### config.mk
export PLATFORM = sky130hd
export DESIGN_NAME = vga_fb_arbiter
export DESIGN_NICKNAME = d
export VERILOG_FILES = /design/src/rtl/vga_fb_arbiter.sv
export SDC_FILE = /design/constraint.sdc
export NUM_CORES = 1
export LEC_CHECK = 0
export CAP_MARGIN = 20
export CORE_UTILIZATION = 42
export DETAILED_ROUTE_END_ITERATION = 8
export PLACE_DENSITY = 0.86
export SYNTH_ARGS = -nofsm -noshare
export SYNTH_HDL_FRONTEND = slang
export SYNTH_SLANG_ARGS = --single-unit
### constraint.sdc
create_clock -name clk_in -period 2.2 [get_ports clk_in]
set_input_delay 0.55 -clock clk_in [delete_from_list [all_inputs] [get_ports clk_in]]
set_output_delay 0.55 -clock clk_in [all_outputs]
set_load 0.005 [all_outputs]
### src/rtl/vga_fb_arbiter.sv
// Framebuffer RAM arbiter: display reads always win, host writes are fitted into blanking.
// Optional writer-stall statistic enabled by defining FB_ARB_STALL_STAT_EN.
module vga_fb_arbiter #(
    parameter int unsigned ADDR_W    = 17,
    parameter int unsigned DATA_W    = 12,
    parameter int unsigned WR_WINDOW = 64,
    parameter int unsigned MEM_LAT   = 1
) (
    input  logic              clk_in,
    input  logic              resetn,
    input  logic              h_blank,
    input  logic              v_blank,
    input  logic              pix_req,
    input  logic [ADDR_W-1:0] pix_addr,
    output logic              pix_rvalid,
    output logic [DATA_W-1:0] pix_rdata,
    input  logic              wr_valid,
    input  logic [ADDR_W-1:0] wr_addr,
    input  logic [DATA_W-1:0] wr_data,
    output logic              wr_ready,
    output logic              mem_en,
    output logic              mem_we,
    output logic [ADDR_W-1:0] mem_addr,
    output logic [DATA_W-1:0] mem_wdata,
    input  logic [DATA_W-1:0] mem_rdata,
    output logic [15:0]       wr_stall_cnt
);

    localparam int unsigned CNT_W = (WR_WINDOW < 1) ? 1 : $clog2(WR_WINDOW + 1);
    localparam logic [CNT_W-1:0] WIN_MAX = CNT_W'(WR_WINDOW);

    typedef enum logic [1:0] {
        S_ACTIVE,
        S_WRITE,
        S_HOLD
    } state_t;

    state_t             state;
    logic [CNT_W-1:0]   win_cnt;
    logic               v_blank_q;
    logic [MEM_LAT-1:0] rd_pipe;
    logic               blank;
    logic               wr_fire;

    assign blank    = h_blank | v_blank;
    assign wr_ready = (state == S_WRITE) && !pix_req && (v_blank || (win_cnt < WIN_MAX));
    assign wr_fire  = wr_valid & wr_ready;

    always_ff @(posedge clk_in or negedge resetn) begin
        if (!resetn) begin
            state     <= S_ACTIVE;
            win_cnt   <= '0;
            v_blank_q <= 1'b0;
        end else begin
            v_blank_q <= v_blank;
            unique case (state)
                S_ACTIVE: begin
                    if (blank) begin
                        state   <= S_WRITE;
                        win_cnt <= '0;
                    end
                end
                S_WRITE: begin
                    if (win_cnt != WIN_MAX)
                        win_cnt <= win_cnt + CNT_W'(1);
                    if (!blank)
                        state <= S_ACTIVE;
                    else if (!v_blank && (win_cnt == WIN_MAX))
                        state <= S_HOLD;
                end
                S_HOLD: begin
                    // A new vertical blank reopens writes even mid h-blank
                    if (!blank)
                        state <= S_ACTIVE;
                    else if (v_blank && !v_blank_q) begin
                        state   <= S_WRITE;
                        win_cnt <= '0;
                    end
                end
                default: state <= S_ACTIVE;
            endcase
        end
    end

    always_ff @(posedge clk_in or negedge resetn) begin
        if (!resetn) begin
            mem_en    <= 1'b0;
            mem_we    <= 1'b0;
            mem_addr  <= '0;
            mem_wdata <= '0;
        end else if (pix_req) begin
            mem_en   <= 1'b1;
            mem_we   <= 1'b0;
            mem_addr <= pix_addr;
        end else if (wr_fire) begin
            mem_en    <= 1'b1;
            mem_we    <= 1'b1;
            mem_addr  <= wr_addr;
            mem_wdata <= wr_data;
        end else begin
            mem_en <= 1'b0;
            mem_we <= 1'b0;
        end
    end

    always_ff @(posedge clk_in or negedge resetn) begin
        if (!resetn) begin
            rd_pipe <= '0;
        end else begin
            rd_pipe[0] <= mem_en & ~mem_we;
            for (int unsigned i = 1; i < MEM_LAT; i++)
                rd_pipe[i] <= rd_pipe[i-1];
        end
    end

    assign pix_rvalid = rd_pipe[MEM_LAT-1];
    assign pix_rdata  = mem_rdata;

`ifdef FB_ARB_STALL_STAT_EN
    logic [15:0] stall_q;

    always_ff @(posedge clk_in or negedge resetn) begin
        if (!resetn)
            stall_q <= '0;
        else if (wr_valid && !wr_ready && (stall_q != 16'hFFFF))
            stall_q <= stall_q + 16'd1;
    end

    assign wr_stall_cnt = stall_q;
`else
    assign wr_stall_cnt = '0;
`endif

endmodule

==> results.tsv, run 1 <==
metric	value	unit
path_class	in -> out	
drv_slew	0	
drv_cap	0	
tns	0	ns
pwr-share-comb	37.4	%
p_int	0.00198	W
grt_max_degree	43	
fin_crit_sh	94.1	%
final_hold_viol_count	0	
first_pass_iters	4	
cts_resized	1	
cp_slowest_stage_delay	0.41	ns
grt_pass1_wl	7270	µm
ys_types	37	
slowest_stage	clkdlybuf4s50_1	
setup.worst_path.start_class	primary input	
stdcell_area	3130	µm²
crit_family	buffers and inverters	
post_dp_cell_area	3010	µm²
drtIter0Drc	120	
crit_fanout	2	
powerDensity	879	nW/µm²
syn_area	2260	µm²
vias_per_cell	5.03	
fin_util	60.8	%
initial_utilization	44.0	%
crit_buf_inv	2	
clockBufferDepth	2	
clk_pin_slew	0.08	ns
drc	0	
vdd_ir_drop_max	0.000597	V
syn2layout_area_growth	38.3	%
postCtsHoldBufs	0	
cts_setup_buffers	0	
skew	0.00563	ns
synth_seq_area_share	46.5	%
power.share.clock	22.3	%
vias	1724	
regToRegSetupSlack	0.54	ns
avgSynthCellArea	11.4	µm²
die_h	75.4	µm
switchingPower	0.000763	W
clkSinkCount	42	
grt_remaining_overflow	0	
ys_ff_latch	42	
yosysWarnings	0	
power.total	0.00275	W
max_slew_margin	59.3	%
drive_gt1_share	12.1	%
htree_num_levels	2	
dieArea	5680	µm²
port_buffers	84	
critPathLaunch	v_blank	
post_drt_wl_per_cell	14.2	µm
regToRegStartpoint	state[1]	
rows	26	
hpwl	3580	µm
end_kind	primary output	
tritoncts	yes	
track_usage	16.9	%
worstMarginPinSlew	0.606	ns
antenna_found_initial	0	
reg2reg_to	mem_wdata[8]	
ant_nets	0	
ff2ff_path_depth	5	
cts_root_buf	clkbuf_8	
crit_arrival	1.52	ns
antennaDiodeCount	0	
die_w	75.4	µm
power.leakage	1.38	nW
seqPwrFrac	40.3	%
outcome	finished, final reports clean	
nNetsFinal	339	
grt_pass1_vias	1634	
swShare	27.8	%
core-area	5140	µm²
hp-class	in -> async	
cp.required	1.65	ns
path_cells	clkdlybuf4s50_1 -> nand2b_1 -> nor3b_2 -> dlygate4sd2_1	
gp_congestion	0.812	
fmax	483	MHz
worstSkewPairLatency	0.29	ns
setup_viol	0	
fin_crit	2.07	ns
routed_wl	4880	µm
synthCells	199	
boundaryPins	125	
cts_inserted_buffers	5	
grt_setup_unrepaired	false	
[placed cells by master, fill, tap and decap left out, types with 2 or more instances in the layout]
master | netlist | layout
a221o_1 | 17 | 17
mux2i_1 | 4 | 4
nand2_1 | 5 | 5
nand2b_1 | 3 | 3
conb_1 | 1 | 16
dfrtp_1 | 42 | 42
and3b_1 | 2 | 2
o311ai_0 | 4 | 4
nand3b_1 | 2 | 2
nand4_1 | 2 | 2
a211oi_1 | 17 | 17
inv_1 | 21 | 21
buf_4 | 28 | 9
a21oi_1 | 3 | 3
or3_1 | 2 | 2
nor2b_1 | 2 | 2
o21ai_0 | 3 | 3
clkdlybuf4s50_1 | 0 | 82
mux2_4 | 11 | 11
ha_1 | 2 | 2
clkbuf_8 | 0 | 6
[state kept, by name, indices dropped and copies added, names as in the netlist]
register / count
mem_addr: 17
mem_en: 1
mem_wdata: 12
mem_we: 1
pix_rvalid: 1
state: 2
v_blank_q: 1
win_cnt: 7
[power by group through the flow]
stage | clock network, W | logic (W) | registers, W
CTS | 0.000632 | 0.00103 | 0.00111
global placement | 0 | 0.000999 | 0.00112
floorplan | 0 | 0.000551 | 0.00112
finish | 0.000614 | 0.00103 | 0.00111
detailed placement | 0 | 0.00103 | 0.00112
global route | 0.000655 | 0.00112 | 0.00113
[logic make-up after synthesis]
group	Yosys count	share of synthesized area, %
mux	16	9.58
fa+ha+maj	2	1.11
other cells	1	0.166
simple gates	26	7.20
buf+inv	63	17.6
flops	42	46.5
compound gates	49	17.9
[per-stage QoR]
stage	hold slack (ns)	setup slack (ns)	instances
3_5_place_dp	0.442	-0.179	336
2_1_floorplan	0.254	0.373	214
6_report	0.319	0.130	343
5_1_grt	0.382	0.0422	343
3_3_place_gp	0.427	-0.202	336
4_1_cts	0.337	0.0861	343
[cells in the mapped netlist, drive strengths merged]
cell type,count,area [µm²]
ha,2,25.0
a221o,17,170
inv,21,78.8
nand3,1,5.00
nor4bb,1,10.0
buf,35,292
a211oi,17,128
mux2i,4,40.0
clkbuf,7,26.3
and3b,2,17.5
mux2,12,176
or2,1,6.26
and3,1,6.26
a21oi,3,15.0
nor3b,1,7.51
nand4,2,12.5
nand2b,3,18.8
or4,1,7.51
o211ai,1,7.51
conb,1,3.75
nor2,1,3.75
o31ai,1,7.51
a211o,1,8.76
nand2,5,18.8
o21ai,4,23.8
or3,2,12.5
dfrtp,42,1050
nand3b,2,15.0
nor2b,2,12.5
o311ai,4,35.0
o41ai,1,8.76
or3b,1,8.76
[layer usage]
metal / vias to the layer above / part of all wire (%) / routed length, µm / GRT usage [%]
met3: 8 / 6.9 / 335 / 5.03
met4: 0 / 0.51 / 25 / 4.73
met1: 829 / 44 / 2170 / 21.1
met5: - / 0 / 0 / 0
li1: 819 / - / - / -
met2: 68 / 48 / 2350 / 28.4
[worst max path at each step]
stage / end / cells past startpoint
3_5_place_dp: wr_ready / 4
3_3_place_gp: wr_ready / 4
6_report: wr_ready / 4
2_1_floorplan: wr_ready / 4
5_1_grt: wr_ready / 4
4_1_cts: wr_ready / 4
[final cells by class]
| class | instances | area, µm² |
|---|---|---|
| clock buffers | 6 | 82.6 |
| clock inverters | 1 | 30.0 |
| fillers | 438 | 2010 |
| inverters | 21 | 78.8 |
| multi-input cells | 109 | 873 |
| flip-flops and latches | 42 | 1050 |
| well taps | 70 | 87.6 |
| repair buffers | 94 | 922 |
No activity file was read; power rests on OpenSTA's default activity.
==> run 2: changes to the inputs <==
--- a/config.mk
+++ b/config.mk
@@ -6,9 +6,11 @@
 export NUM_CORES = 1
 export LEC_CHECK = 0
 export CAP_MARGIN = 20
+export CORE_MARGIN = 8
 export CORE_UTILIZATION = 42
 export DETAILED_ROUTE_END_ITERATION = 8
 export PLACE_DENSITY = 0.86
+export SLEW_MARGIN = 20
 export SYNTH_ARGS = -nofsm -noshare
 export SYNTH_HDL_FRONTEND = slang
 export SYNTH_SLANG_ARGS = --single-unit
==> run 2 against run 1 <==
- largest cell class unchanged
- sequential share of layout area is 0.18 points higher
- die area is 41% higher
- first-iteration DRC count decreased by 43%
- highest routed layer unchanged
==> results.tsv, run 2 (synthesis results as in run 1) <==
metric	value	unit	change
multiInputGateArea	868	µm²	-0.57%
worstSkewPairLatency	0.29	ns	about the same
fmax	494	MHz	+2.3%
drc	0		unchanged
stdcell_area	3110	µm²	-0.52%
final_cell_mix	81 x clkdlybuf4s50_1, 42 x dfrtp_1, 21 x inv_1, 17 x a211oi_1, 17 x a221o_1		
final_hold_viol_count	0		unchanged
grt_setup_unrepaired	false		
path_class	in -> out		
die_h	89.4	µm	+19%
track_usage	14.6	%	-2.3 points
setup_viol	0		unchanged
top_regs	mem_addr x17, mem_wdata x12, win_cnt x7		
rows	26		unchanged
drv_slew	0		unchanged
hp-class	in -> async		
initial_utilization	44.0	%	unchanged
vias_per_cell	5.03		about the same
grt_remaining_overflow	0		unchanged
first_pass_iters	4		unchanged
final_common_cell	clkdlybuf4s50_1		
setup.worst_path.start_class	primary input		
nNetsFinal	338		-0.29%
worstMarginPinSlew	0.528	ns	-0.0784 ns
clkSinkCount	42		unchanged
max_slew_margin	64.8	%	+5.6 points
hpwl	4450	µm	+24%
drive_gt1_share	11.4	%	-0.73 points
antennaDiodeCount	0		unchanged
gp_congestion	0.839		+3.3%
crit_arrival	1.47	ns	-0.05 ns
drv_cap	0		unchanged
clockBufferDepth	2		unchanged
post_dp_cell_area	3000	µm²	-0.25%
htree_num_levels	2		unchanged
power.leakage	1.36	nW	-0.86%
fin_crit	2.02	ns	-0.0469 ns
vias	1725		+0.058%
crit_fanout	2		unchanged
hold-worst-slack	0.319	ns	+0.000250 ns
fin_cells	343		unchanged
dieArea	7980	µm²	+41%
seq_area	1050	µm²	unchanged
post_drt_wl_per_cell	16.9	µm	+19%
routed_wl	5790	µm	+19%
power.total	0.00275	W	about the same
cts_root_buf	clkbuf_8		
boundaryPins	125		unchanged
core-area	5140	µm²	unchanged
drtIter0Drc	68		-43%
grt_pass1_vias	1820		+11%
vdd_ir_drop_max	0.000407	V	-32%
cts_inserted_buffers	5		unchanged
grt_pass1_wl	9050	µm	+25%
largest_register	mem_addr		
die_w	89.4	µm	+19%
grt_max_degree	43		unchanged
fin_crit_sh	92.0	%	-2.1 points
port_buffers	84		unchanged
powerDensity	884	nW/µm²	+0.55%
antenna_found_initial	0		unchanged
end_kind	primary output		
fillers	441		+0.68%
tritoncts	yes		
skew	0.00650	ns	+0.000876 ns
cp.required	1.65	ns	about the same
outcome	finished, final reports clean		
clk_pin_slew	0.08	ns	about the same
ant_nets	0		unchanged
place_inst	335		-0.30%
largest_register_ffs	17		unchanged
syn2layout_area_growth	37.6	%	
==> run 2: path summary, 6_finish.rpt <==
check / from / to / slack [ns] / depth (start not counted)
setup / recovery: pix_req / wr_ready / 0.18 / 3
hold / removal: resetn / mem_addr[3] / 0.32 / 2
setup reg to reg: win_cnt[6] / mem_wdata[8] / 0.57 / 5
hold reg to reg: mem_we / pix_rvalid / 0.43 / 1
max in group asynchronous: resetn / mem_addr[10] / 1.52 / 2
min in group clk_in: mem_we / pix_rvalid / 0.43 / 1
==> run 2: final cells by class <==
type | count | share of cell area (%)
Clock inverter | 2 | 1.21
Tap cell | 70 | 2.82
Timing Repair Buffer | 93 | 29.4
Inverter | 21 | 2.54
Sequential cell | 42 | 33.8
Clock buffer | 6 | 2.33
Multi-Input combinational cell | 109 | 27.9
==> run 2: what timing repair did <==
item | in CTS | in global routing
hold endpoints to repair | 0 | 0
gates resized for setup | 2 | 0
setup endpoints to repair | 1 | 0
hold buffers | 0 | 0
buffers inserted | 0 | 0
==> run 2: power breakdown <==
group,internal (W),switching [W]
clock,0.000339,0.000267
sequential,0.000971,0.000137
combinational,0.000647,0.000387
total,0.00196,0.000791
==> run 2: routing by layer <==
| layer | part of all wire, % | up-vias | track usage, % |
|---|---|---|---|
| met2 | 47 | 75 | 23.4 |
| met1 | 43 | 811 | 17.9 |
| met4 | 2.1 | 0 | 7.40 |
| li1 | - | 824 | - |
| met5 | 0 | - | 0 |
| met3 | 7.8 | 15 | 3.22 |
==> run 2: critical path: stages <==
cell             delay (ns)
clkdlybuf4s50_1        0.46
nor3b_1                0.20
dlygate4sd2_1          0.26
==> run 2: metrics by stage <==
stage / TNS, ns / util (%) / setup slack (ns)
floorplan: 0 / - / 0.373
global placement: -2.74 / 58.4 / -0.305
detailed placement: -3.48 / 58.4 / -0.314
CTS: 0 / 60.5 / 0.163
global route: 0 / 60.5 / 0.118
finish: 0 / 60.5 / 0.177
==> run 3: changes to the inputs <==
--- a/config.mk
+++ b/config.mk
@@ -7,9 +7,11 @@
 export LEC_CHECK = 0
 export CAP_MARGIN = 20
 export CORE_MARGIN = 8
-export CORE_UTILIZATION = 42
+export CORE_UTILIZATION = 43
+export CTS_BUF_LIST = sky130_fd_sc_hd__clkbuf_8
 export DETAILED_ROUTE_END_ITERATION = 8
-export PLACE_DENSITY = 0.86
+export PLACE_DENSITY = 0.88
+export RECOVER_POWER = 25
 export SLEW_MARGIN = 20
 export SYNTH_ARGS = -nofsm -noshare
 export SYNTH_HDL_FRONTEND = slang
==> run 3 against run 2 <==
- critical path depth up 1
- global-route usage grew 0.19 points
- cell count increased by 0.29%
- clock skew about the same
- combinational power about the same
- cell area fell by 0.32%
- sequential share of layout area grew 0.11 points
- non-clock buffer count up 1
- via count increased by 0.81%
- critical endpoint unchanged
- largest cell class unchanged
- largest power group unchanged
==> results.tsv, run 3 (synthesis results as in run 1) <==
metric	value	unit	change
pwr-share-comb	38.8	%	+1.2 points
boundaryPins	125		unchanged
routed_wl	5720	µm	-1.3%
fin_cells	344		+0.29%
tritoncts	yes		
power.share.clock	19.6	%	-2.4 points
slowest_stage	clkdlybuf4s50_1		
skew	0.00631	ns	-0.000194 ns
place_inst	336		+0.30%
core-area	5070	µm²	-1.3%
hp-class	in -> async		
fillers	445		+0.91%
initial_utilization	44.5	%	+0.56 points
final_common_cell	clkdlybuf4s50_1		
seq_area	1050	µm²	unchanged
fmax	475	MHz	-4.0%
end_kind	primary output		
drive_gt1_share	11.3	%	-0.041 points
max_slew_margin	37.7	%	-27 points
drc	0		unchanged
gp_congestion	0.817		-2.7%
fin_util	61.1	%	+0.58 points
grt_pass1_vias	1848		+1.5%
antenna_found_initial	0		unchanged
clk_pin_slew	0.08	ns	about the same
switchingPower	0.000797	W	+0.79%
vias	1739		+0.81%
clkSinkCount	42		unchanged
fin_crit_sh	95.8	%	+3.8 points
post_drt_wl_per_cell	16.6	µm	-1.6%
largest_register	mem_addr		
cp.required	1.65	ns	about the same
nNetsFinal	339		+0.30%
first_pass_iters	4		unchanged
fin_crit	2.11	ns	+0.0843 ns
cts_root_buf	clkbuf_8		
path_cells	clkdlybuf4s50_1 -> nand2b_1 -> nor3b_2 -> dlygate4sd2_1		
swShare	29.9	%	+1.1 points
setup_viol	0		unchanged
final_cell_mix	82 x clkdlybuf4s50_1, 42 x dfrtp_1, 21 x inv_1, 17 x a211oi_1, 17 x a221o_1		
power.total	0.00267	W	-2.9%
clockBufferDepth	2		unchanged
grt_setup_unrepaired	false		
dieArea	7830	µm²	-1.9%
vias_per_cell	5.06		+0.52%
layout_setup_ws	0.0925	ns	-0.0843 ns
drtIter0Drc	65		-4.4%
cts_setup_buffers	0		unchanged
seqPwrFrac	41.6	%	+1.3 points
grt_pass1_wl	9180	µm	+1.4%
cp_slowest_stage_delay	0.47	ns	about the same
track_usage	14.8	%	+0.19 points
place_ws	-0.220	ns	+0.0944 ns
path_class	in -> out		
worstMarginPinSlew	0.934	ns	+0.407 ns
antennaDiodeCount	0		unchanged
final_hold_viol_count	0		unchanged
port_buffers	84		unchanged
stdcell_area	3100	µm²	-0.32%
power.leakage	1.36	nW	-0.61%
htree_num_levels	2		unchanged
rows	26		unchanged
p_int	0.00187	W	-4.3%
post_dp_cell_area	3010	µm²	+0.25%
drv_cap	0		unchanged
grt_max_degree	37		-14%
grt_remaining_overflow	0		unchanged
outcome	finished, final reports clean		
die_h	88.5	µm	-0.96%
ant_nets	0		unchanged
syn2layout_area_growth	37.2	%	
setup.worst_path.start_class	primary input		
crit_fanout	2		unchanged
multiInputGateArea	873	µm²	+0.58%
crit_arrival	1.56	ns	+0.09 ns
worstSkewPairLatency	0.29	ns	about the same
top_regs	mem_addr x17, mem_wdata x12, win_cnt x7		
drv_slew	0		unchanged
hpwl	4350	µm	-2.3%
vdd_ir_drop_max	0.000369	V	-9.3%
powerDensity	861	nW/µm²	-2.6%
die_w	88.5	µm	-0.96%
cts_inserted_buffers	5		unchanged
largest_register_ffs	17		unchanged
-- run 3: area by class of cell --
class	instances	area share, %
multi-input cells	109	28.2
clock buffers	6	2.66
inverters	21	2.54
well taps	70	2.83
repair buffers	94	29.5
flip-flops and latches	42	33.9
clock inverters	2	0.404
-- run 3: critical path, delay by kind of cell --
| kind | cells | cell delay (ns) |
|---|---|---|
| AND/OR/NAND/NOR | 2 | 0.29 |
| buffers and inverters | 2 | 0.73 |
-- run 3: per-stage QoR --
stage / hold slack, ns / TNS [ns]
finish: 0.184 / 0
CTS: 0.0914 / 0
floorplan: 0.254 / 0
global route: 0.215 / 0
detailed placement: 0.410 / -3.05
global placement: 0.411 / -2.77
-- run 3: metal layers --
layer	vias to the layer above	wire, µm	share of wire (%)	global-route usage, %
met5	-	0	0	0
met4	0	150	2.6	6.76
met3	15	438	7.7	3.71
met2	77	2630	46	23.8
met1	824	2500	44	18.1
li1	823	-	-	-
-- run 3: final timing paths --
kind / from / endpoint / slack [ns] / cells past startpoint
worst max-delay path: v_blank / wr_ready / 0.09 / 4
min in group clk_in: mem_we / pix_rvalid / 0.43 / 1
worst min register to register: mem_we / pix_rvalid / 0.43 / 1
worst min-delay path: resetn / mem_wdata[0] / 0.18 / 1
max in group asynchronous: resetn / v_blank_q / 0.82 / 2
worst max register to register: win_cnt[6] / mem_wdata[8] / 0.54 / 5
-- run 3: what timing repair did --
item / in CTS / in global routing
resized for setup: 1 / 1
endpoints found under the setup margin: 1 / 1
hold buffers: 0 / 0
-- run 3: power by group through the flow --
stage | logic [W] | registers (W) | clock network, W
after floorplan | 0.000551 | 0.00112 | 0
after global placement | 0.00102 | 0.00111 | 0
after detailed placement | 0.00105 | 0.00113 | 0
after CTS | 0.00105 | 0.00111 | 0.000535
after global routing | 0.00114 | 0.00114 | 0.000568
final | 0.00104 | 0.00111 | 0.000523
